==> src/rtl/uart_rib_if.sv <==
// RIB slave-port bundle for the UART register block.
interface uart_rib_if;
  logic        we_i;
  logic [31:0] addr_i;
  logic [31:0] data_i;
  logic [31:0] data_o;

  modport master (output we_i, addr_i, data_i, input data_o);
  modport slave  (input we_i, addr_i, data_i, output data_o);
endinterface

==> src/rtl/uart_rib.sv <==
// UART with RIB register interface: 8N1 transmitter and receiver with
// programmable bit period, sticky RX flags and a small register map.
//
// TX states
//   state    | meaning
//   TX_IDLE  | line high, waiting for an accepted TXDATA write
//   TX_START | driving start bit (0) for one period
//   TX_DATA  | driving data bits LSB first, one period each
//   TX_STOP  | driving stop bit (1) for one period
//
// RX states
//   state    | meaning
//   RX_IDLE  | waiting for a synchronized falling edge
//   RX_START | waiting half a period to confirm the start bit
//   RX_DATA  | sampling 8 data bits, one period apart
//   RX_STOP  | sampling the stop bit one period after the last data bit
module uart_rib #(
  parameter logic [15:0] BAUD_RST = 16'd434,
  parameter int          ADDR_W   = 8
) (
  input  logic       clk,
  input  logic       rst,
  uart_rib_if.slave  bus,
  output logic       tx_pin,
  input  logic       rx_pin
);

  localparam logic [ADDR_W-1:0] A_CTRL = ADDR_W'(8'h00);
  localparam logic [ADDR_W-1:0] A_STAT = ADDR_W'(8'h04);
  localparam logic [ADDR_W-1:0] A_BAUD = ADDR_W'(8'h08);
  localparam logic [ADDR_W-1:0] A_TXD  = ADDR_W'(8'h0C);
  localparam logic [ADDR_W-1:0] A_RXD  = ADDR_W'(8'h10);

  typedef enum logic [1:0] {TX_IDLE, TX_START, TX_DATA, TX_STOP} tx_state_t;
  typedef enum logic [1:0] {RX_IDLE, RX_START, RX_DATA, RX_STOP} rx_state_t;

  logic              tx_en, rx_en;
  logic [15:0]       baud;
  logic              rx_valid, rx_overrun;
  logic [7:0]        rx_data;

  logic [ADDR_W-1:0] off;
  logic              wr_ctrl, wr_stat, wr_baud, wr_txd;
  logic [15:0]       period, half;
  logic              unused_bits;

  tx_state_t         tx_state, tx_state_n;
  logic [15:0]       tx_cnt, tx_cnt_n;
  logic [2:0]        tx_idx, tx_idx_n;
  logic [7:0]        tx_shift, tx_shift_n;
  logic              tx_busy;

  rx_state_t         rx_state, rx_state_n;
  logic [15:0]       rx_cnt, rx_cnt_n;
  logic [2:0]        rx_idx, rx_idx_n;
  logic [7:0]        rx_shift, rx_shift_n;
  logic              rx_s1, rx_s2, rx_s3;
  logic              rx_done;

  assign off         = bus.addr_i[ADDR_W-1:0];
  assign wr_ctrl     = bus.we_i && (off == A_CTRL);
  assign wr_stat     = bus.we_i && (off == A_STAT);
  assign wr_baud     = bus.we_i && (off == A_BAUD);
  assign wr_txd      = bus.we_i && (off == A_TXD);
  assign unused_bits = ^{bus.addr_i[31:ADDR_W], bus.data_i[31:16]};

  // Bit period is clamped to at least 4 cycles so the half-period is never 0.
  assign period  = (baud < 16'd4) ? 16'd4 : baud;
  assign half    = {1'b0, period[15:1]};
  assign tx_busy = (tx_state != TX_IDLE);

  // Register read mux; purely combinational, no read side effects.
  always_comb begin
    bus.data_o = 32'd0;
    case (off)
      A_CTRL:  bus.data_o = {30'd0, rx_en, tx_en};
      A_STAT:  bus.data_o = {29'd0, rx_overrun, rx_valid, tx_busy};
      A_BAUD:  bus.data_o = {16'd0, baud};
      A_RXD:   bus.data_o = {24'd0, rx_data};
      default: bus.data_o = 32'd0;
    endcase
  end

  // Configuration and RX flag registers; a byte completion beats a same-cycle W1C.
  always_ff @(posedge clk) begin
    if (!rst) begin
      tx_en      <= 1'b0;
      rx_en      <= 1'b0;
      baud       <= BAUD_RST;
      rx_valid   <= 1'b0;
      rx_overrun <= 1'b0;
      rx_data    <= 8'd0;
    end else begin
      if (wr_ctrl) {rx_en, tx_en} <= bus.data_i[1:0];
      if (wr_baud) baud <= bus.data_i[15:0];
      if (rx_done) begin
        rx_data  <= rx_shift;
        rx_valid <= 1'b1;
        if (rx_valid && !(wr_stat && bus.data_i[1])) rx_overrun <= 1'b1;
        else if (wr_stat && bus.data_i[2])           rx_overrun <= 1'b0;
      end else begin
        if (wr_stat && bus.data_i[1]) rx_valid   <= 1'b0;
        if (wr_stat && bus.data_i[2]) rx_overrun <= 1'b0;
      end
    end
  end

  // TX state, counter and shift register.
  always_ff @(posedge clk) begin
    if (!rst) begin
      tx_state <= TX_IDLE;
      tx_cnt   <= 16'd0;
      tx_idx   <= 3'd0;
      tx_shift <= 8'd0;
    end else begin
      tx_state <= tx_state_n;
      tx_cnt   <= tx_cnt_n;
      tx_idx   <= tx_idx_n;
      tx_shift <= tx_shift_n;
    end
  end

  // TX next-state and line drive; the period is re-read at every reload.
  always_comb begin
    tx_state_n = tx_state;
    tx_cnt_n   = tx_cnt;
    tx_idx_n   = tx_idx;
    tx_shift_n = tx_shift;
    tx_pin     = 1'b1;
    case (tx_state)
      TX_IDLE: begin
        if (wr_txd && tx_en) begin
          tx_state_n = TX_START;
          tx_cnt_n   = period - 16'd1;
          tx_shift_n = bus.data_i[7:0];
        end
      end
      TX_START: begin
        tx_pin = 1'b0;
        if (tx_cnt == 16'd0) begin
          tx_state_n = TX_DATA;
          tx_cnt_n   = period - 16'd1;
          tx_idx_n   = 3'd0;
        end else begin
          tx_cnt_n = tx_cnt - 16'd1;
        end
      end
      TX_DATA: begin
        tx_pin = tx_shift[0];
        if (tx_cnt == 16'd0) begin
          tx_cnt_n = period - 16'd1;
          if (tx_idx == 3'd7) begin
            tx_state_n = TX_STOP;
          end else begin
            tx_shift_n = {1'b0, tx_shift[7:1]};
            tx_idx_n   = tx_idx + 3'd1;
          end
        end else begin
          tx_cnt_n = tx_cnt - 16'd1;
        end
      end
      TX_STOP: begin
        tx_pin = 1'b1;
        if (tx_cnt == 16'd0) tx_state_n = TX_IDLE;
        else                 tx_cnt_n   = tx_cnt - 16'd1;
      end
      default: tx_state_n = TX_IDLE;
    endcase
  end

  // RX synchronizer, edge-detect history and RX state.
  always_ff @(posedge clk) begin
    if (!rst) begin
      rx_s1    <= 1'b1;
      rx_s2    <= 1'b1;
      rx_s3    <= 1'b1;
      rx_state <= RX_IDLE;
      rx_cnt   <= 16'd0;
      rx_idx   <= 3'd0;
      rx_shift <= 8'd0;
    end else begin
      rx_s1    <= rx_pin;
      rx_s2    <= rx_s1;
      rx_s3    <= rx_s2;
      rx_state <= rx_state_n;
      rx_cnt   <= rx_cnt_n;
      rx_idx   <= rx_idx_n;
      rx_shift <= rx_shift_n;
    end
  end

  // RX next-state; a framing error just drops back to IDLE, and the
  // falling-edge requirement keeps it from re-arming until the line goes high.
  always_comb begin
    rx_state_n = rx_state;
    rx_cnt_n   = rx_cnt;
    rx_idx_n   = rx_idx;
    rx_shift_n = rx_shift;
    rx_done    = 1'b0;
    if (!rx_en) begin
      rx_state_n = RX_IDLE;
    end else begin
      case (rx_state)
        RX_IDLE: begin
          if (rx_s3 && !rx_s2) begin
            rx_state_n = RX_START;
            rx_cnt_n   = half - 16'd1;
          end
        end
        RX_START: begin
          if (rx_cnt == 16'd0) begin
            if (!rx_s2) begin
              rx_state_n = RX_DATA;
              rx_cnt_n   = period - 16'd1;
              rx_idx_n   = 3'd0;
            end else begin
              rx_state_n = RX_IDLE;
            end
          end else begin
            rx_cnt_n = rx_cnt - 16'd1;
          end
        end
        RX_DATA: begin
          if (rx_cnt == 16'd0) begin
            rx_shift_n = {rx_s2, rx_shift[7:1]};
            rx_cnt_n   = period - 16'd1;
            if (rx_idx == 3'd7) rx_state_n = RX_STOP;
            else                rx_idx_n   = rx_idx + 3'd1;
          end else begin
            rx_cnt_n = rx_cnt - 16'd1;
          end
        end
        RX_STOP: begin
          if (rx_cnt == 16'd0) begin
            rx_state_n = RX_IDLE;
            rx_done    = rx_s2;
          end else begin
            rx_cnt_n = rx_cnt - 16'd1;
          end
        end
        default: rx_state_n = RX_IDLE;
      endcase
    end
  end

endmodule

==> src/flat_wrapper.sv <==
// flat-port wrapper written by rule: the top's interface ports become plain ports
module uart_rib_flat 
#(
  parameter logic [15:0] BAUD_RST = 16'd434,
  parameter int          ADDR_W   = 8
)
  (clk, rst, tx_pin, rx_pin, bus_we_i, bus_addr_i, bus_data_i, bus_data_o);
  uart_rib_if bus_i ();
  input  logic clk;
  input  logic rst;
  output logic tx_pin;
  input  logic rx_pin;
  input wire logic [$bits(bus_i.we_i)-1:0] bus_we_i;
  input wire logic [$bits(bus_i.addr_i)-1:0] bus_addr_i;
  input wire logic [$bits(bus_i.data_i)-1:0] bus_data_i;
  output wire logic [$bits(bus_i.data_o)-1:0] bus_data_o;
  assign bus_i.we_i = bus_we_i;
  assign bus_i.addr_i = bus_addr_i;
  assign bus_i.data_i = bus_data_i;
  assign bus_data_o = bus_i.data_o;
  uart_rib #(.BAUD_RST(BAUD_RST), .ADDR_W(ADDR_W)) u_core (.clk(clk), .rst(rst), .bus(bus_i), .tx_pin(tx_pin), .rx_pin(rx_pin));
endmodule
==> config.mk <==
export PLATFORM = sky130hd
export DESIGN_NAME = uart_rib_flat
export DESIGN_NICKNAME = d
export VERILOG_FILES = /design/src/rtl/uart_rib_if.sv /design/src/rtl/uart_rib.sv /design/src/flat_wrapper.sv
export SDC_FILE = /design/constraint.sdc
export NUM_CORES = 1
export LEC_CHECK = 0
export CAP_MARGIN = 0
export CORE_ASPECT_RATIO = 1.1
export CORE_UTILIZATION = 49
export DETAILED_ROUTE_END_ITERATION = 8
export GPL_TIMING_DRIVEN = 0
export PLACE_DENSITY = 0.78
export SLEW_MARGIN = 10
export SYNTH_ARGS = -nofsm -noshare
export SYNTH_HDL_FRONTEND = slang
export SYNTH_SLANG_ARGS = --single-unit
==> constraint.sdc <==
create_clock -name clk -period 3.2 [get_ports clk]
set_clock_uncertainty 0.2 [all_clocks]
set_input_delay 0.48 -clock clk [delete_from_list [all_inputs] [get_ports clk]]
set_output_delay 0.48 -clock clk [all_outputs]
set_load 0.02 [all_outputs]
==> metrics.cfg <==
[synthesis]
yosysTopAreaCellShare_pct=30.4
ys_types=80
synth_top_area_cell=dfxtp_1
synth_edf_count=0
synth_ff_type=dfxtp_1
synth.most_common_cell=dfxtp_1
synth.cell_area_mm2=0.00587
synthArstFlopShare_pct=0
synthCells=730
synthTopCellsByArea=dfxtp_1, mux2i_1, a21oi_1
synth.avg_cell_area_um2=8.04
ys_seq_elements=89
seq_area_frac_synth_pct=30.4
synth_common_cells=dfxtp_1, nor2_1, nand2_1
synth_warnings=0

[sta]
fmax_mhz=314
period_share_pct=99.6
setup_viol=0
rsz0062_at_grt=yes
tightest_slew_ps=918
hold_viol=0
relSlewSlack_pct=38.7
min_period_ps=3190
maxSlewViolCount=0

[route]
wire_per_inst_um=18.5
first_pass_iters=7
drt_iter0_drc=638
ant_nets=0
vias=5915
viasPerCell=6.19
drcViolationCount=0
routed_wl_mm=17.6

[finish]
syn_to_final_growth_pct=21.1
layout-drive-gt1-share_pct=13.9
antennaDiodeCount=0
post-route-util_pct=61.6
nets=887
nFillCells=1009

[setup_path]
critical_path_arrival_ps=2510
slowest_stage=or4b_4
crit_family=buffers and inverters
cpPeakStageDelay_ps=610
path_cells=clkdlybuf4s50_1 -> or4b_4 -> nor3_4 -> buf_4 -> a22oi_1 -> o21ai_0 -> clkdlybuf4s15_2
critPathCaptureType=primary output
crit_path_max_fanout=10
cp.required_ps=2520
path_class=in2out
path_buf_inv=3
cp-start-kind=primary input

[pwr]
peakVddDrop_mv=0.308
p_per_area_mw_per_mm2=352
leakage_nw=2.86
total_power_mw=2.50

[clocking]
insertion_delay_ps=350
clk_pin_slew_ps=70
numCtsBuffers=9
cts_root_buf=clkbuf_16
htreeDepth=3
cts_hold_buf=0
cts_tree=yes
cts.sinks=89
cts_buffer_depth=2

[global_route]
grt_overflow=0
grtUsageTotal_pct=28.5
grt_pass1_wl_mm=27.7
grt_pass1_vias=5510
antenna_found_initial=0
grt_max_degree=17

[min_path]
hp-class=reg2reg

[floorplanning]
die_w_um=106
start_util_pct=50.8
die_area_mm2=0.0124
die_y_um=117
io_pins=101
placementRows=41
fp.coreArea_mm2=0.0115

[placed_design]
hpwl_mm=12.6
gp_congestion=0.947
port_buffers=43

[run]
max-cap-violations=0

[status]
status=complete, no violations

==> layout by cell type (no fill, tap or decap), types with 5 or more instances in the layout <==
cell             count
a211oi_1             9
a21oi_1             51
a22o_1               5
a31oi_1              6
a32o_1               6
and2_1              14
buf_2                7
buf_4               31
clkbuf_1            28
clkbuf_16            9
clkdlybuf4s50_1     27
conb_1              16
dfxtp_1             87
dlygate4sd2_1       11
ha_1                17
inv_1               19
mux2i_1             33
nand2_1             58
nand2b_1             8
nand3_1             47
nand4_1             13
nor2_1              61
nor3_1              21
nor3b_1              7
nor4_1               5
nor4_2               5
nor4_4               6
o211ai_1             9
o21ai_0             33
o21ai_1              9
or3_1                6
xnor2_1             15
xor2_1               7
==> worst reg2reg max path: cells and delay by family, from the launching register on <==
kind / cells / cell delay, ps
compound gates: 2 / 370
xor+xnor: 1 / 300
fa+ha+maj: 1 / 180
buf+inv: 1 / 210
flops: 1 / 300
simple gates: 5 / 1450
==> cells by family (layout without fill, tap and decap cells) <==
kind of cell | count (synthesis) | in the layout | share of synthesized area, %
AOI/OAI and AO/OA | 186 | 186 | 21.7
buffers and inverters | 91 | 151 | 7.59
other | 1 | 16 | 0.0639
and+or+nand+nor | 284 | 284 | 26.4
xor gates and xnor gates | 25 | 25 | 3.73
adders and majority gates | 19 | 19 | 4.05
DFF | 89 | 89 | 30.4
muxes | 35 | 35 | 6.01
==> final timing paths <==
check / startpoint / endpoint / slack (ps) / cells past startpoint
setup reg to reg: u_core.baud[13]$_SDFFE_PN0P_ / u_core.tx_cnt[14]$_SDFFE_PN0P_ / 70 / 10
hold / removal: u_core.rx_s1$_SDFF_PN1_ / u_core.rx_s2$_SDFF_PN1_ / 220 / 1
hold reg to reg: u_core.rx_s1$_SDFF_PN1_ / u_core.rx_s2$_SDFF_PN1_ / 220 / 1
setup / recovery: bus_addr_i[4] / bus_data_o[1] / 10 / 7
==> layout make-up <==
cell class / count / area (um2) / share of cell area, %
Buffer: 63 / 355 / 5.00
Timing Repair Buffer: 53 / 490 / 6.90
Inverter: 19 / 71.3 / 1.00
Multi-Input combinational cell: 565 / 3870 / 54.4
Clock inverter: 7 / 125 / 1.76
Sequential cell: 89 / 1780 / 25.1
Tap cell: 150 / 188 / 2.64
Clock buffer: 9 / 225 / 3.17
==> repair_timing <==
item | 4_1_cts | 5_1_grt
endpoints found under the setup margin | 35 | 29
pin swaps | 4 | 4
gates resized for setup | 47 | 18
setup buffers | 6 | 4
==> sequential cells by signal (all words and copies together), names as in the netlist, named ones only <==
signal,cells
u_core.rx_s3,1
u_core.tx_shift,8
u_core.rx_shift,8
u_core.rx_data,8
u_core.tx_idx,3
u_core.rx_en,1
u_core.rx_overrun,1
u_core.rx_s1,1
u_core.rx_state,1
u_core.rx_idx,3
u_core.rx_s2,1
u_core.rx_cnt,16
u_core.rx_valid,1
u_core.tx_state,2
u_core.baud,16
u_core.tx_cnt,16
u_core.tx_en,1
==> report_power, final <==
part	total (mW)	internal (mW)	switching [mW]	leakage (nW)
logic	0.130	0.0540	0.0760	1.97
clock network	1.26	0.772	0.487	0.171
registers	1.11	1.11	0.00246	0.718
total	2.50	1.93	0.566	2.86
==> metal layers <==
metal,vias up,track usage [%],share of wire [%]
met1,2794,35.5,41
met3,64,4.91,7.3
met2,286,48.2,48
met4,0,13.2,3.8
li1,2771,-,-
met5,-,0,0
==> through the flow <==
step	instances	setup slack (ps)	cell area [um2]	TNS, ps	hold slack [ps]
after detailed placement	938	-914	6540	-15620	214
after floorplan	745	96.8	5920	0	186
final	955	11.7	7110	0	216
after global placement	938	-928	6540	-15160	206
after CTS	955	4.49	7040	0	231
after global routing	955	-39.6	7110	-128	251
(Power assumes the default switching activity.)
